<file path="config.mk">
export PLATFORM = sky130hd
export DESIGN_NAME = fetch_buffer
export DESIGN_NICKNAME = d
export VERILOG_FILES = /design/src/rtl/fetch_buffer.sv
export SDC_FILE = /design/constraint.sdc
export NUM_CORES = 1
export LEC_CHECK = 0
export CORE_ASPECT_RATIO = 1.25
export CORE_MARGIN = 1.5
export CORE_UTILIZATION = 40
export CTS_CLUSTER_DIAMETER = 40
export DETAILED_ROUTE_END_ITERATION = 10
export GPL_TIMING_DRIVEN = 1
export PLACE_DENSITY = 0.59
export SLEW_MARGIN = 20
export SYNTH_ARGS = -nofsm -noshare
export SYNTH_HDL_FRONTEND = slang
export SYNTH_SLANG_ARGS = --single-unit
</file>
<file path="constraint.sdc">
create_clock -name clock -period 3.97 [get_ports clock]
set_input_delay 1.191 -clock clock [delete_from_list [all_inputs] [get_ports clock]]
set_output_delay 1.191 -clock clock [all_outputs]
set_load 0.01 [all_outputs]
</file>
<file path="src/rtl/fetch_buffer.sv">
// ============================================================================
// Module   : fetch_buffer
// Purpose  : Sequential instruction fetch into a DEPTH-entry FIFO with a
//            valid/stall handshake towards decode and redirect flush.
// Revision : 1.0
// ============================================================================
`default_nettype none

module fetch_buffer #(
    parameter int unsigned          ADDR_WIDTH = 32,
    parameter int unsigned          DATA_WIDTH = 32,
    parameter int unsigned          DEPTH      = 4,
    parameter logic [ADDR_WIDTH-1:0] START_ADDR = 32'h80020000
) (
    input  logic                    clock,
    input  logic                    reset,
    input  logic                    enable_fetch,
    input  logic                    stall,
    input  logic                    redirect_valid,
    input  logic [ADDR_WIDTH-1:0]   redirect_pc,
    output logic [ADDR_WIDTH-1:0]   mem_address,
    output logic                    mem_enable,
    output logic                    mem_rw,
    output logic [1:0]              mem_access_size,
    input  logic                    mem_busy,
    input  logic [DATA_WIDTH-1:0]   mem_data_out,
    output logic                    insn_valid,
    output logic [DATA_WIDTH-1:0]   insn,
    output logic [ADDR_WIDTH-1:0]   insn_pc,
    output logic [$clog2(DEPTH+1)-1:0] count
);

    localparam int unsigned CW = $clog2(DEPTH + 1);
    localparam int unsigned PW = $clog2(DEPTH);
    localparam logic [CW:0] C_DEPTH = (CW + 1)'(DEPTH);

    logic [ADDR_WIDTH-1:0] r_pc;
    logic [ADDR_WIDTH-1:0] r_resp_pc;
    logic                  r_inflight;
    logic [CW-1:0]         r_count;
    logic [PW-1:0]         r_rd_ptr;
    logic [PW-1:0]         r_wr_ptr;
    logic [DATA_WIDTH-1:0] r_data [DEPTH];
    logic [ADDR_WIDTH-1:0] r_addr [DEPTH];

    logic w_credit;
    logic w_accept;
    logic w_push;
    logic w_pop;

    // Outstanding request reserves a slot, so a response can never overflow.
    assign w_credit = ({1'b0, r_count} + {{CW{1'b0}}, r_inflight}) < C_DEPTH;

    assign mem_enable      = enable_fetch & ~reset & ~redirect_valid & w_credit;
    assign mem_address     = r_pc;
    assign mem_rw          = 1'b1;
    assign mem_access_size = 2'b00;

    assign w_accept = mem_enable & ~mem_busy;
    assign w_push   = r_inflight;
    assign w_pop    = insn_valid & ~stall;

    assign insn_valid = (r_count != '0);
    assign insn       = r_data[r_rd_ptr];
    assign insn_pc    = r_addr[r_rd_ptr];
    assign count      = r_count;

    always_ff @(posedge clock) begin
        if (reset) begin
            r_pc       <= START_ADDR;
            r_resp_pc  <= '0;
            r_inflight <= 1'b0;
            r_count    <= '0;
            r_rd_ptr   <= '0;
            r_wr_ptr   <= '0;
            for (int i = 0; i < int'(DEPTH); i++) begin
                r_data[i] <= '0;
                r_addr[i] <= '0;
            end
        end else if (redirect_valid) begin
            // The word still returning from memory belongs to the old path.
            r_pc       <= {redirect_pc[ADDR_WIDTH-1:2], 2'b00};
            r_inflight <= 1'b0;
            r_count    <= '0;
            r_rd_ptr   <= '0;
            r_wr_ptr   <= '0;
        end else begin
            if (w_accept) begin
                r_pc      <= r_pc + ADDR_WIDTH'(4);
                r_resp_pc <= r_pc;
            end
            r_inflight <= w_accept;
            if (w_push) begin
                r_data[r_wr_ptr] <= mem_data_out;
                r_addr[r_wr_ptr] <= r_resp_pc;
                r_wr_ptr         <= r_wr_ptr + PW'(1);
            end
            if (w_pop) begin
                r_rd_ptr <= r_rd_ptr + PW'(1);
            end
            r_count <= r_count + CW'(w_push) - CW'(w_pop);
        end
    end

endmodule

`default_nettype wire
</file>
==> metrics.txt <==
combinational share of power=6.2%; Syn. warnings=0; Post-synth EDFFs=248; DR DRC count=0; antenna diode count=0; DRT antenna net count=0; R2R setup slack=1.59 ns; fmax=263 MHz; Leak=0.00639 uW; TritonCTS clock tree=done; post-CTS setup buffers=0; main combinational cell family by area after synthesis=simple AND/OR/NAND/NOR gates; number of port buffers=164; clock slew at reported path FFs=0.06 ns; Die Wd=170 um; Clk pwr share=46.1%; die area=0.0361 mm2; Min-Delay Path Depth=2; via count=9,016; final setup vio count=0; largest area contributor in the netlist=edfxtp_1; Setup CP Type=in2out; WL/cell=20.4 um; Die H=212 um; H-tree levels=2; Avg Cell Area, Syn=13.4 um2; TNS Setup=0 ns; worst slew pin tran=0.823 ns; crit path capture type=output pin; Layout Nets=1,284; flops & latches, synth=318; core area=0.0344 mm2; Synth Area in Simple Gates=18.0%; # fillers=2,980; Critical Path AT=2.61 ns; Hold Fails Final Rpt=0; Reg area=0.00886 mm2; Post-Synth Adder-Cell Area=0.501%; period utilisation layout=95.7%; ys async rst share=0%; placed cell count=1,636; Hold Path End=r_resp_pc[17]$_SDFFE_PP0P_; Worst-Skew Late Latency=0.53 ns; met1 Usage GRT=24.5%; CTS root buf=clkbuf_16; Finished Core Util=51.4%; layout cell share with drive strength beyond 1=14.7%; Peak VDD IR=0.000234 V; Sink Count=318; num rows=76; CP startpoint kind=input pin; sw frac=21.9%; mux contribution to synthesized area=10.1%; Synth Cell Area=0.0140 mm2; number of global-route vias before repair=9,271; # IOs=174; total wire length=34,800 um; Synth Area in Compound Gates=4.85%; Total GRT Usage=19.6%; Area Growth Syn to Fin=26.5%; Internal Power=6130 uW; dpl hpwl=20,400 um; DR vias/cell=5.28; P per Cell Area=444 mW/mm2; Psw=1720 uW; worst r2r path cells=6; CTS-repair resized insts=0; PnR worst setup slack=0.171 ns; Yosys top cell area share=53.2%; pre-CTS WS=0.164 ns; CP max FO=5; Distinct cells, synth=53; CTS max path bufs=3; min-delay src=r_resp_pc[17]$_SDFFE_PP0P_; Global Route met2 Usage=34.9%; Seq/Total Area, Yosys=63.2%; multi-input logic area=0.00478 mm2; first-pass GRT wire length=53,400 um; post-synthesis xor/xnor area fraction=0.313%; DRT iter0 DRCs=712; cts hold-fix bufs=0; Top FF cell, synth=edfxtp_1; Reg power frac=47.8%; Setup Skew=0.0186 ns; Hold/Removal Path Class=reg2reg; GR Layer Usage met3=3.41%; synth top area cells=edfxtp_1 53%, dfxtp_1 10%, mux4_2 10%; Final Non-Filler Cells=1,708; GRT Max-Usage Layer=met2; status=finished clean; fin crit period=3.80 ns; Slew Limit Fails=0; worst reg2reg startpoint=mem_address[2]$_SDFFE_PP0P_; Initial Utilization=40.6%; RSZ-0062 raised after global routing=no; WP data required=2.78 ns; largest net degree at the start of global routing=75; reg-to-reg endpoint=mem_address[22]$_SDFFE_PP0P_; max cap viols=0; grt ovf=0; Worst slew margin=45.1%; TritonCTS Buffers=39; Gate Count Post-Synth=1,042; gpl congestion=0.811; DRT Pass-1 Iters=5; initial antenna violation count=0
-- layout by cell type (no fill, tap or decap), types with 11 or more instances in the layout --
| cell type | n |
|---|---|
| dfxtp_1 | 67 |
| a31oi_1 | 14 |
| buf_12 | 13 |
| edfxtp_1 | 248 |
| and3_1 | 68 |
| and2_1 | 187 |
| clkbuf_16 | 40 |
| clkdlybuf4s50_1 | 163 |
| a21oi_1 | 51 |
| buf_4 | 27 |
| mux4_2 | 62 |
| nand2_1 | 98 |
| inv_1 | 11 |
| nor2_1 | 14 |
| or4_1 | 12 |
-- final cells by class --
cell class / instances / area share (%)
sequential: 318 / 50.0
timing repair buffer: 204 / 11.9
tap: 468 / 3.31
inverter: 12 / 0.255
multi-input combinational: 634 / 27.0
clock buffer: 47 / 5.80
clock inverter: 25 / 1.70
-- cells by family (layout without fill, tap and decap cells) --
logic type      count (synthesis)  count (layout)
other cells                     2               7
compound gates                107             107
simple gates                  446             446
fa+ha+maj                       5               5
mux                            64              64
buf+inv                        95             288
xor+xnor                        5               5
flops                         318             318
-- state kept, by name, indices dropped and copies added (netlist names), named ones only --
register	cells
count	3
mem_address	30
r_addr	120
r_data	128
r_inflight	1
r_rd_ptr	2
r_resp_pc	30
r_wr_ptr	2
-- cells in the mapped netlist, drive strengths merged (3+ instances only) --
cell	n
edfxtp	248
and2	187
nand2	99
dfxtp	70
and3	68
mux4	62
clkbuf	56
a21oi	51
buf	27
nor2	15
a31oi	14
inv	12
or4	12
nand4	10
nor3	10
nand3	9
o21ai	9
or3	8
nor4	6
or2	6
nand2b	5
o211ai	5
a311oi	4
ha	4
nor3b	4
o311ai	4
nor2b	3
o221ai	3
o22ai	3
o31a	3
xnor2	3
-- worst max-delay path by stage --
stage / from / to / slack [ns] / cells past startpoint
finish: redirect_valid / mem_enable / 0.17 / 5
global route: redirect_valid / mem_enable / 0.1 / 5
CTS: redirect_valid / mem_enable / 0.16 / 5
detailed placement: redirect_valid / mem_enable / 0.16 / 5
global placement: redirect_valid / mem_enable / 0.16 / 5
floorplan: redirect_valid / r_addr[3][10]$_DFFE_PP_ / 0.30 / 4
-- stage by stage --
step                      power [uW]  area (um2)  hold WS, ns
final                           7850       17700        0.483
after global routing            8090       17700        0.513
after CTS                       7930       17700        0.485
after detailed placement        4310       16400        0.477
after global placement          4300       16400        0.474
after floorplan                 4010       14000        0.457
-- layer usage --
layer  vias up  part of all wire, %
met5         -                    0
met4         0                  1.5
met3        37                  6.3
met2       318                   51
met1      4447                   41
li1       4214                    -
-- worst max-delay path, cell delays in order --
cell and delay [ns]:
clkdlybuf4s50_1 0.45, nor2_4 0.15, o2111ai_4 0.13, inv_2 0.13, clkdlybuf4s50_1 0.55
-- power groups by stage --
stage	combinational [uW]	sequential [uW]	clock [uW]
final	484	3750	3620
after global routing	520	3760	3810
after CTS	491	3750	3690
after detailed placement	489	3820	0
after global placement	487	3820	0
after floorplan	204	3810	0
Note: power is estimated with default switching activity, not from simulation.
